$ cat src/rtl/phys_free_list_pkg.sv
// Shared sizing constants for the physical register free list and its users.
package phys_free_list_pkg;

  localparam int PHYS_REGS = 64;
  localparam int ARCH_REGS = 32;
  localparam int PHYS_W    = $clog2(PHYS_REGS);

endpackage

$ cat src/rtl/phys_free_list_if.sv
// Rename/ROB-facing bundle of the free list: allocation, commit, recovery and flush.
interface phys_free_list_if
  import phys_free_list_pkg::*;
#(
  parameter int PHYS_W_P = PHYS_W
);

  logic                alloc_req;
  logic                alloc_gnt;
  logic [PHYS_W_P-1:0] alloc_pd;
  logic                free_avail;
  logic [PHYS_W_P:0]   free_count;
  logic                commit_valid;
  logic                commit_uses_rd;
  logic [PHYS_W_P-1:0] commit_pd_new;
  logic [PHYS_W_P-1:0] commit_pd_old;
  logic                recover_valid;
  logic                recover_uses_rd;
  logic [PHYS_W_P-1:0] recover_pd;
  logic                flush_valid;
  logic                dbl_free_err;

  modport master (
    output alloc_req, commit_valid, commit_uses_rd, commit_pd_new, commit_pd_old,
           recover_valid, recover_uses_rd, recover_pd, flush_valid,
    input  alloc_gnt, alloc_pd, free_avail, free_count, dbl_free_err
  );

  modport slave (
    input  alloc_req, commit_valid, commit_uses_rd, commit_pd_new, commit_pd_old,
           recover_valid, recover_uses_rd, recover_pd, flush_valid,
    output alloc_gnt, alloc_pd, free_avail, free_count, dbl_free_err
  );

endinterface

$ cat src/rtl/phys_free_list_lsb_find.sv
// Parameterised lowest-set-bit finder; returns the index and whether any bit is set.
module lsb_find
  import phys_free_list_pkg::*;
#(
  parameter int N = PHYS_REGS,
  parameter int W = (N > 1) ? $clog2(N) : 1
) (
  input  logic [N-1:0] vec,
  output logic [W-1:0] idx,
  output logic         any
);

  // Scanning from the top down lets the lowest set bit win the last assignment.
  always_comb begin
    idx = '0;
    any = 1'b0;
    for (int i = N - 1; i >= 0; i--) begin
      if (vec[i]) begin
        idx = W'(i);
        any = 1'b1;
      end
    end
  end

endmodule

$ cat src/rtl/phys_free_list.sv
// Physical register free list with speculative and architectural free maps.
// Optional double-free detection is built when FREELIST_CHECK_EN is defined.
module phys_free_list
  import phys_free_list_pkg::*;
#(
  parameter int PHYS_REGS_P = PHYS_REGS,
  parameter int ARCH_REGS_P = ARCH_REGS,
  parameter int PHYS_W_P    = PHYS_W
) (
  input  logic             clk,
  input  logic             rst_n,
  phys_free_list_if.slave  fl
);

  localparam int CNT_W = PHYS_W_P + 1;
  localparam logic [PHYS_REGS_P-1:0] RESET_FREE = {PHYS_REGS_P{1'b1}} << ARCH_REGS_P;

  logic [PHYS_REGS_P-1:0] spec_free_q, spec_free_d;
  logic [PHYS_REGS_P-1:0] arch_free_q, arch_free_d;
  logic [CNT_W-1:0]       free_count_q, free_count_d;
  logic [CNT_W-1:0]       arch_pop;
  logic [PHYS_W_P-1:0]    alloc_pd;
  logic                   free_avail;
  logic                   alloc_gnt;
  logic                   commit_free;
  logic                   recover_free;

  lsb_find #(
    .N (PHYS_REGS_P),
    .W (PHYS_W_P)
  ) u_find (
    .vec (spec_free_q),
    .idx (alloc_pd),
    .any (free_avail)
  );

  assign alloc_gnt    = fl.alloc_req && free_avail && !fl.recover_valid && !fl.flush_valid;
  assign commit_free  = fl.commit_valid && fl.commit_uses_rd && (fl.commit_pd_old != '0);
  assign recover_free = fl.recover_valid && fl.recover_uses_rd && (fl.recover_pd != '0)
                        && !fl.flush_valid;

  always_comb begin
    arch_free_d = arch_free_q;
    if (commit_free) begin
      arch_free_d[fl.commit_pd_old] = 1'b1;
      arch_free_d[fl.commit_pd_new] = 1'b0;
    end
  end

  // Full popcount is only consumed on a flush; normal cycles count incrementally.
  always_comb begin
    arch_pop = '0;
    for (int i = 0; i < PHYS_REGS_P; i++) begin
      arch_pop = arch_pop + CNT_W'(arch_free_d[i]);
    end
  end

  always_comb begin
    spec_free_d  = spec_free_q;
    free_count_d = free_count_q - CNT_W'(alloc_gnt) + CNT_W'(commit_free)
                   + CNT_W'(recover_free);
    if (alloc_gnt) begin
      spec_free_d[alloc_pd] = 1'b0;
    end
    if (commit_free) begin
      spec_free_d[fl.commit_pd_old] = 1'b1;
    end
    if (recover_free) begin
      spec_free_d[fl.recover_pd] = 1'b1;
    end
    if (fl.flush_valid) begin
      spec_free_d  = arch_free_d;
      free_count_d = arch_pop;
    end
  end

  always_ff @(posedge clk) begin
    if (!rst_n) begin
      spec_free_q  <= RESET_FREE;
      arch_free_q  <= RESET_FREE;
      free_count_q <= CNT_W'(PHYS_REGS_P - ARCH_REGS_P);
    end else begin
      spec_free_q  <= spec_free_d;
      arch_free_q  <= arch_free_d;
      free_count_q <= free_count_d;
    end
  end

  assign fl.alloc_gnt  = alloc_gnt;
  assign fl.alloc_pd   = alloc_pd;
  assign fl.free_avail = free_avail;
  assign fl.free_count = free_count_q;

`ifdef FREELIST_CHECK_EN
  logic dbl_free_err_q, dbl_free_err_d;
  logic dbl_hit;

  // Freeing a register that is already free means rename/ROB bookkeeping went wrong.
  always_comb begin
    dbl_hit = (commit_free && spec_free_q[fl.commit_pd_old])
              || (recover_free && spec_free_q[fl.recover_pd]);
    dbl_free_err_d = dbl_free_err_q || dbl_hit;
  end

  always_ff @(posedge clk) begin
    if (!rst_n) begin
      dbl_free_err_q <= 1'b0;
    end else begin
      dbl_free_err_q <= dbl_free_err_d;
    end
  end

  always_ff @(posedge clk) begin
    if (rst_n && dbl_hit) begin
      $error("phys_free_list: double free detected");
    end
  end

  assign fl.dbl_free_err = dbl_free_err_q;
`else
  assign fl.dbl_free_err = 1'b0;
`endif

endmodule

$ cat src/flat_wrapper.sv
// flat-port wrapper written by rule: the top's interface ports become plain ports
module phys_free_list_flat import phys_free_list_pkg::*;
#(
  parameter int PHYS_REGS_P = PHYS_REGS,
  parameter int ARCH_REGS_P = ARCH_REGS,
  parameter int PHYS_W_P    = PHYS_W
)
  (clk, rst_n, fl_alloc_req, fl_commit_valid, fl_commit_uses_rd, fl_commit_pd_new, fl_commit_pd_old, fl_recover_valid, fl_recover_uses_rd, fl_recover_pd, fl_flush_valid, fl_alloc_gnt, fl_alloc_pd, fl_free_avail, fl_free_count, fl_dbl_free_err);
  phys_free_list_if #(.PHYS_W_P(PHYS_W_P)) fl_i ();
  input  logic clk;
  input  logic rst_n;
  input wire logic [$bits(fl_i.alloc_req)-1:0] fl_alloc_req;
  input wire logic [$bits(fl_i.commit_valid)-1:0] fl_commit_valid;
  input wire logic [$bits(fl_i.commit_uses_rd)-1:0] fl_commit_uses_rd;
  input wire logic [$bits(fl_i.commit_pd_new)-1:0] fl_commit_pd_new;
  input wire logic [$bits(fl_i.commit_pd_old)-1:0] fl_commit_pd_old;
  input wire logic [$bits(fl_i.recover_valid)-1:0] fl_recover_valid;
  input wire logic [$bits(fl_i.recover_uses_rd)-1:0] fl_recover_uses_rd;
  input wire logic [$bits(fl_i.recover_pd)-1:0] fl_recover_pd;
  input wire logic [$bits(fl_i.flush_valid)-1:0] fl_flush_valid;
  output wire logic [$bits(fl_i.alloc_gnt)-1:0] fl_alloc_gnt;
  output wire logic [$bits(fl_i.alloc_pd)-1:0] fl_alloc_pd;
  output wire logic [$bits(fl_i.free_avail)-1:0] fl_free_avail;
  output wire logic [$bits(fl_i.free_count)-1:0] fl_free_count;
  output wire logic [$bits(fl_i.dbl_free_err)-1:0] fl_dbl_free_err;
  assign fl_i.alloc_req = fl_alloc_req;
  assign fl_i.commit_valid = fl_commit_valid;
  assign fl_i.commit_uses_rd = fl_commit_uses_rd;
  assign fl_i.commit_pd_new = fl_commit_pd_new;
  assign fl_i.commit_pd_old = fl_commit_pd_old;
  assign fl_i.recover_valid = fl_recover_valid;
  assign fl_i.recover_uses_rd = fl_recover_uses_rd;
  assign fl_i.recover_pd = fl_recover_pd;
  assign fl_i.flush_valid = fl_flush_valid;
  assign fl_alloc_gnt = fl_i.alloc_gnt;
  assign fl_alloc_pd = fl_i.alloc_pd;
  assign fl_free_avail = fl_i.free_avail;
  assign fl_free_count = fl_i.free_count;
  assign fl_dbl_free_err = fl_i.dbl_free_err;
  phys_free_list #(.PHYS_REGS_P(PHYS_REGS_P), .ARCH_REGS_P(ARCH_REGS_P), .PHYS_W_P(PHYS_W_P)) u_core (.clk(clk), .rst_n(rst_n), .fl(fl_i));
endmodule
$ cat config.mk
export PLATFORM = sky130hd
export DESIGN_NAME = phys_free_list_flat
export DESIGN_NICKNAME = d
export VERILOG_FILES = /design/src/rtl/phys_free_list_pkg.sv /design/src/rtl/phys_free_list_if.sv /design/src/rtl/phys_free_list_lsb_find.sv /design/src/rtl/phys_free_list.sv /design/src/flat_wrapper.sv
export SDC_FILE = /design/constraint.sdc
export NUM_CORES = 1
export LEC_CHECK = 0
export CELL_PAD_IN_SITES_DETAIL_PLACEMENT = 0
export CELL_PAD_IN_SITES_GLOBAL_PLACEMENT = 1
export CORE_MARGIN = 4
export CORE_UTILIZATION = 47
export CTS_CLUSTER_DIAMETER = 150
export DETAILED_ROUTE_END_ITERATION = 8
export HOLD_SLACK_MARGIN = 0.15
export PLACE_DENSITY_LB_ADDON = 0.1
export SYNTH_ARGS = -nofsm -noshare
export SYNTH_HDL_FRONTEND = slang
export SYNTH_SLANG_ARGS = --single-unit
$ cat constraint.sdc
create_clock -name clk -period 10.9 [get_ports clk]
set_input_delay 2.18 -clock clk [delete_from_list [all_inputs] [get_ports clk]]
set_output_delay 2.18 -clock clk [all_outputs]
set_load 0.02 [all_outputs]
-- Word level (Yosys, flattened, before mapping)
Index checks and enable logic that the tools add are counted.
- bits in registers: 135
- bits of input ports: 26
- $add $sub $neg: 66
- order comparisons: 8
- multiplexer cells: 142
- bitwise logic cells: 7
- reductions and logical operators: 16
- operator list (kind ; count):
    $add 7x1->7 ; 64
    $mux 6 ; 64
    $mux 64 ; 5
    $or 64x64->64 ; 3
    $and 64x64->64 ; 2
    $not 64->64 ; 2
    $mux 1 ; 68
    $lt 6x7->1 const B ; 4
    $demux 1 s6 ; 4
    $ge 6x1->1 const B ; 4
    $logic_and 1x1->1 ; 12
    $reduce_bool 6->1 ; 2
    $mux 7 ; 1
    $sub 7x1->7 ; 1
    $add 1x1->2 ; 1
    $logic_not 1->1 ; 2

-- Depth between registers and ports, before layout
Gate-level depths: netlist of the first run.
- depth after elaboration: 76
- gate-level depth with buffers: 29

-- Cells and area by module
From an unflattened synthesis of the first run, not the netlist that was laid out.
- cells, all modules: 1131
- area total of the unflattened synthesis: 9694.3 µm²
- by module, submodules not included (module ; instances ; cells an instance ; area each (µm²) ; seq. area each (µm²)):
    phys_free_list ; 1 ; 991 ; 8931.1 ; 2702.6
    lsb_find ; 1 ; 140 ; 763.2 ; 0.0

-- Worst setup path after synthesis of the first run
Ideal clock, no wire load.
- path type: in2reg
- start point: input port fl_commit_pd_old[0]
- end point: register u_core.free_count_q[6] (netlist: u_core.fl.free_count[6])
- setup time: 0.139 ns
- arrival: 9.131 ns
- required time: 10.761 ns
- slack: 1.629 ns
- cell stages on the path: 26
- path buffers: 3
- cells stage by stage: buf_2 > or3_1 > buf_2 > o21a_1 > buf_2 > nand2b_1 > nor2_1 > o22a_1 > ha_1 > inv_1 > fa_1 > fa_1 > fa_1 > fa_1 > fa_1 > fa_1 > fa_1 > fa_1 > inv_1 > fa_1 > fa_1 > a21o_1 > a21oi_1 > nor2b_1 > o21ai_0 > a221oi_1
- cells in the longest elaborated chain, start to end: 71
- elaborated cells on any way between the ends: 76
- RTL lines (item ; line ; source):
    from (decl) ; flat_wrapper.sv:16 ; input wire logic [$bits(fl_i.commit_pd_old)-1:0] fl_commit_pd_old;
    $lt 6x7->1 (not written as such) or $ge 6x1->1 (tied branches) ; phys_free_list.sv:45 ; arch_free_d[fl.commit_pd_old] = 1'b1;
    $logic_and 1x1->1 (not written as such) ; phys_free_list.sv:45 ;
    $mux 1 (not written as such) ; phys_free_list.sv:45 ;
    $demux 1 s6 ; -- ;
    $or 64x64->64 (no source line) ; -- ;
    $and 64x64->64 (no source line) ; -- ;
    $mux 64 (*) ; phys_free_list.sv:44 ; if (commit_free) begin
    named net u_core.arch_free_d[1] ; phys_free_list.sv:19 ; logic [PHYS_REGS_P-1:0] arch_free_q, arch_free_d;
    $add 1x1->2 (*) ; phys_free_list.sv:54 ; arch_pop = arch_pop + CNT_W'(arch_free_d[i]);
    $add 7x1->7 (*) (62 in a row) ; phys_free_list.sv:54 ;
    $mux 7 (*) ; phys_free_list.sv:71 ; if (fl.flush_valid) begin
    to (signal assigned) ; phys_free_list.sv:81 ; free_count_q <= CNT_W'(PHYS_REGS_P - ARCH_REGS_P);
    to (signal assigned) ; phys_free_list.sv:85 ; free_count_q <= free_count_d;
    to (decl) ; phys_free_list.sv:20 ; logic [CNT_W-1:0] free_count_q, free_count_d;
Mark *: on every way through the listed nets, which the timed path passes. The rest lies on a longest branch.
A chain may end at the register's enable or synchronous reset.

-- Final worst setup path of the first run
- start point: input port fl_commit_pd_old[5]
- end point: register u_core.free_count_q[6] (netlist: u_core.fl.free_count[6])
- cells in the longest elaborated chain, start to end: 71
- elaborated cells on any way between the ends: 76
- RTL lines (item ; line):
    $lt 6x7->1 (not written as such) or $ge 6x1->1 (tied branches) ; phys_free_list.sv:45
    $logic_and 1x1->1 (not written as such) ; phys_free_list.sv:45
    $mux 1 (not written as such) ; phys_free_list.sv:45
    $demux 1 s6 ; --
    $or 64x64->64 (no source line) ; --
    $and 64x64->64 (no source line) ; --
    $mux 64 ; phys_free_list.sv:44
    $add 1x1->2 ; phys_free_list.sv:54
    $add 7x1->7 (62 in a row) ; phys_free_list.sv:54
    $mux 7 (*) ; phys_free_list.sv:71
Every way passes the cells marked *; elsewhere a longest branch is shown, timed or not.

==> impl_metrics.py, run 1 <==
metrics = {
    "timing": {
        "fmax_mhz": 102.5,
        "report.final.slew_viol_count": 0,
        "min_period_ps": 9753,
        "worst_slew_pin_slew_ps": 1099,
        "finalSetupTns_ps": 0,
        "rsz0062_at_grt": "no",
        "relSlewSlack_pct": 26.14,
        "finClkSkew_ps": 7.970,
        "finalSetupViolCount": 0,
        "fin_crit_sh_pct": 89.48,
        "hold_violations": 0,
    },
    "die": {
        "io_pins": 42,
        "chipWidth_um": 149.7,
        "die_area_um2": 22410,
        "start_util_pct": 48.17,
        "die_h_um": 149.7,
        "row_count": 51,
        "core_area_um2": 19590,
    },
    "cells_and_area": {
        "area_delta_synth_final_pct": 12.86,
        "fillers": 1910,
        "final_area_um2": 10650,
        "final_cells": 1441,
        "drive_gt1_share_pct": 7.483,
        "final_nets": 1267,
        "n_antenna_cell": 0,
    },
    "critical_path": {
        "critical_path.slowest_cell": "clkdlybuf4s50_1",
        "cp.required_ps": 11190,
        "startpoint": "fl_commit_pd_old[5]",
        "r2r-end": "u_core.fl.free_count[6]$_SDFF_PN0_",
        "crit_end": "u_core.fl.free_count[6]$_SDFF_PN0_",
        "r2r_slack_ps": 4410,
        "cpMostUsedCell": "fa_1",
        "reg2reg_depth": 19,
        "worstPathMaxFanout": 9,
        "max_stage_delay_ps": 610,
        "cp-start-kind": "primary input",
        "arrival_ps": 10040,
        "crit_type": "primary input to flip-flop",
        "cp_cell_sequence": "clkdlybuf4s50_1, or3_1, o21a_1, inv_4, or2_2, o22ai_1, fa_1, fa_1, fa_1, inv_1, fa_1, inv_1, fa_1, fa_1, fa_1, fa_1, inv_1, fa_1, fa_1, a21o_1, a21oi_1, nor2b_1, o21ai_0, a221oi_1",
        "reg2reg_from": "u_core.arch_free_q[38]$_SDFF_PN1_",
        "end_kind": "flip-flop",
    },
    "drt": {
        "wl_um": 36530,
        "wl_per_cell_um": 25.35,
        "drc": 0,
        "viasPerCell": 6.366,
        "vias": 9173,
        "drtAntennaViolNets": 0,
        "drtPass1Iterations": 6,
        "drt-initial-drc-count": 1066,
    },
    "synthesis": {
        "yosys_warnings": 0,
        "synth_edf_count": 0,
        "syn_inst": 1149,
        "ys_ff_latch": 135,
        "synth_most_common_cell": "nor2_1",
        "syn-mean-instance-area_um2": 8.213,
        "ys_seq_area_share_pct": 28.64,
        "synth_top_area_share_pct": 28.64,
        "netlist-cell-type-count": 79,
        "synthesis.nets": 1253,
        "async_flop_share_pct": 0,
        "synth_common_cells": "nor2_1, dfxtp_1, inv_1",
        "synthFlopType": "dfxtp_1",
        "yosysTopAreaCell": "dfxtp_1",
        "synthTopCellsByArea": "dfxtp_1, fa_1, nor2_1, a21oi_1, a211oi_1",
        "synthesis.area_um2": 9437,
    },
    "clock_tree": {
        "cts_buffers": 17,
        "clk_path_buf_depth": 2,
        "root_buffer": "clkbuf_16",
        "clk_pin_slew_ps": 60,
        "worst_skew_pair.late_latency_ps": 430,
        "postCtsResizedCells": 0,
        "cts_tree": "built",
        "post_cts_buffers": 0,
        "cts_sinks": 135,
        "cts-hold-fix-buffers": 0,
        "htreeDepth": 4,
    },
    "placed_design": {
        "place_congestion": 0.9590,
        "numPlacedInstances": 1409,
        "place_area_um2": 10040,
        "io_buffers": 40,
        "dp_hpwl_um": 29050,
    },
    "power": {
        "ir_worst_vdd_v": 0.0001218,
        "leakagePower_nw": 3.837,
        "power_mw": 1.661,
        "power_density_nw_per_um2": 156.0,
    },
    "global_routing": {
        "grt_pass1_wl_um": 55190,
        "track_usage_pct": 33.21,
        "antenna_found_initial": 0,
        "globalRouteOverflowTotal": 0,
        "grt_pass1_vias": 8921,
        "grt_max_degree": 61,
    },
    "hold_path": {
        "hold_path.class": "flip-flop to flip-flop",
    },
    "run": {
        "cap_violations": 0,
    },
    "run_status": {
        "status": "finished clean",
    },
}
[per-layer routing]
layer  GRT usage (%)  routed length (um)  up-vias  share of wire [%]
met5               0                   0        -                  0
met3           10.15                3840       92                 11
met2           49.55               15790      544                 43
met4           12.90                1479        0                4.0
li1                -                   -     4210                  -
met1           45.22               15420     4327                 42
[critical path, delay by kind of cell]
kind / cells / cell delay (ps)
AOI/OAI and AO/OA: 6 / 1430
adders and majority gates: 10 / 4820
buffers and inverters: 5 / 900
and+or+nand+nor: 3 / 700
[worst min path at each step]
stage / start / endpoint / slack, ps / cells past startpoint
after floorplan: u_core.arch_free_q[42]$_SDFF_PN1_ / u_core.arch_free_q[42]$_SDFF_PN1_ / 440 / 2
after global placement: u_core.arch_free_q[42]$_SDFF_PN1_ / u_core.arch_free_q[42]$_SDFF_PN1_ / 470 / 2
after detailed placement: u_core.arch_free_q[42]$_SDFF_PN1_ / u_core.arch_free_q[42]$_SDFF_PN1_ / 460 / 2
after CTS: u_core.arch_free_q[42]$_SDFF_PN1_ / u_core.arch_free_q[42]$_SDFF_PN1_ / 480 / 2
after global routing: u_core.arch_free_q[42]$_SDFF_PN1_ / u_core.arch_free_q[42]$_SDFF_PN1_ / 520 / 2
final: u_core.arch_free_q[42]$_SDFF_PN1_ / u_core.arch_free_q[42]$_SDFF_PN1_ / 480 / 2
[registers in the layout (all words and copies together), names as in the netlist]
register,cells
u_core.arch_free_q,64
u_core.spec_free_q,64
u_core.fl.free_count,7
[stage by stage]
step	hold slack (ps)	utilization (%)	worst slack (ps)
floorplan	437.1	-	1629
CTS	481.0	54.37	1210
detailed placement	459.5	51.24	769.3
global placement	468.4	51.24	882.0
finish	485.0	54.37	1147
global route	518.7	54.37	834.3
[report_power, final]
part,leakage [nW],internal (mW),switching [mW]
logic,2.45,0.215,0.300
clock network,0.287,0.369,0.241
registers,1.10,0.513,0.0240
total,3.84,1.10,0.565
[layout make-up]
cell class | instances | area [um2] | share of cell area (%)
clock inverters | 13 | 168.9 | 1.586
multi-input cells | 868 | 6161 | 57.85
inverters | 82 | 310.3 | 2.914
well taps | 265 | 331.6 | 3.113
clock buffers | 19 | 442.9 | 4.159
repair buffers | 59 | 533.0 | 5.005
flip-flops and latches | 135 | 2703 | 25.38
[placed cells by master (no fill, tap or decap), drive strengths merged, types with 9 or more instances in the layout]
| cell type | Yosys | final |
|---|---|---|
| dfxtp | 135 | 135 |
| nor3 | 27 | 27 |
| a2bb2oi | 23 | 23 |
| buf | 18 | 21 |
| nand3 | 24 | 24 |
| clkbuf | 46 | 19 |
| a21o | 10 | 10 |
| inv | 80 | 84 |
| nand2 | 61 | 61 |
| nand3b | 10 | 10 |
| o22a | 26 | 26 |
| a21oi | 66 | 66 |
| nand2b | 18 | 18 |
| or3 | 12 | 12 |
| nor4 | 19 | 19 |
| nor2 | 165 | 165 |
| fa | 56 | 56 |
| o31ai | 33 | 33 |
| and2 | 18 | 18 |
| o211ai | 12 | 12 |
| nor2b | 16 | 16 |
| o22ai | 38 | 38 |
| clkdlybuf4s50 | 0 | 38 |
| a211oi | 42 | 42 |
| ha | 22 | 22 |
| o31a | 10 | 10 |
| or2 | 15 | 15 |
| a31oi | 9 | 9 |
| o21ai | 46 | 46 |
[cells by family (layout without fill, tap and decap cells)]
logic type | Yosys count | after routing | synth area share, %
buf+inv | 146 | 173 | 6.139
simple gates | 414 | 414 | 21.89
fa+ha+maj | 78 | 78 | 14.80
xor+xnor | 10 | 10 | 0.9281
flops | 135 | 135 | 28.64
other cells | 1 | 1 | 0.03974
compound gates | 363 | 363 | 27.35
mux | 2 | 2 | 0.2122
Power figures use the tool's default switching activity.
==> inputs of run 2 (changes only) <==
Settings changed: TNS_END_PERCENT set to 5.
==> results of run 2 <==
Final layout, timing and power as in run 1 (identical DEF).
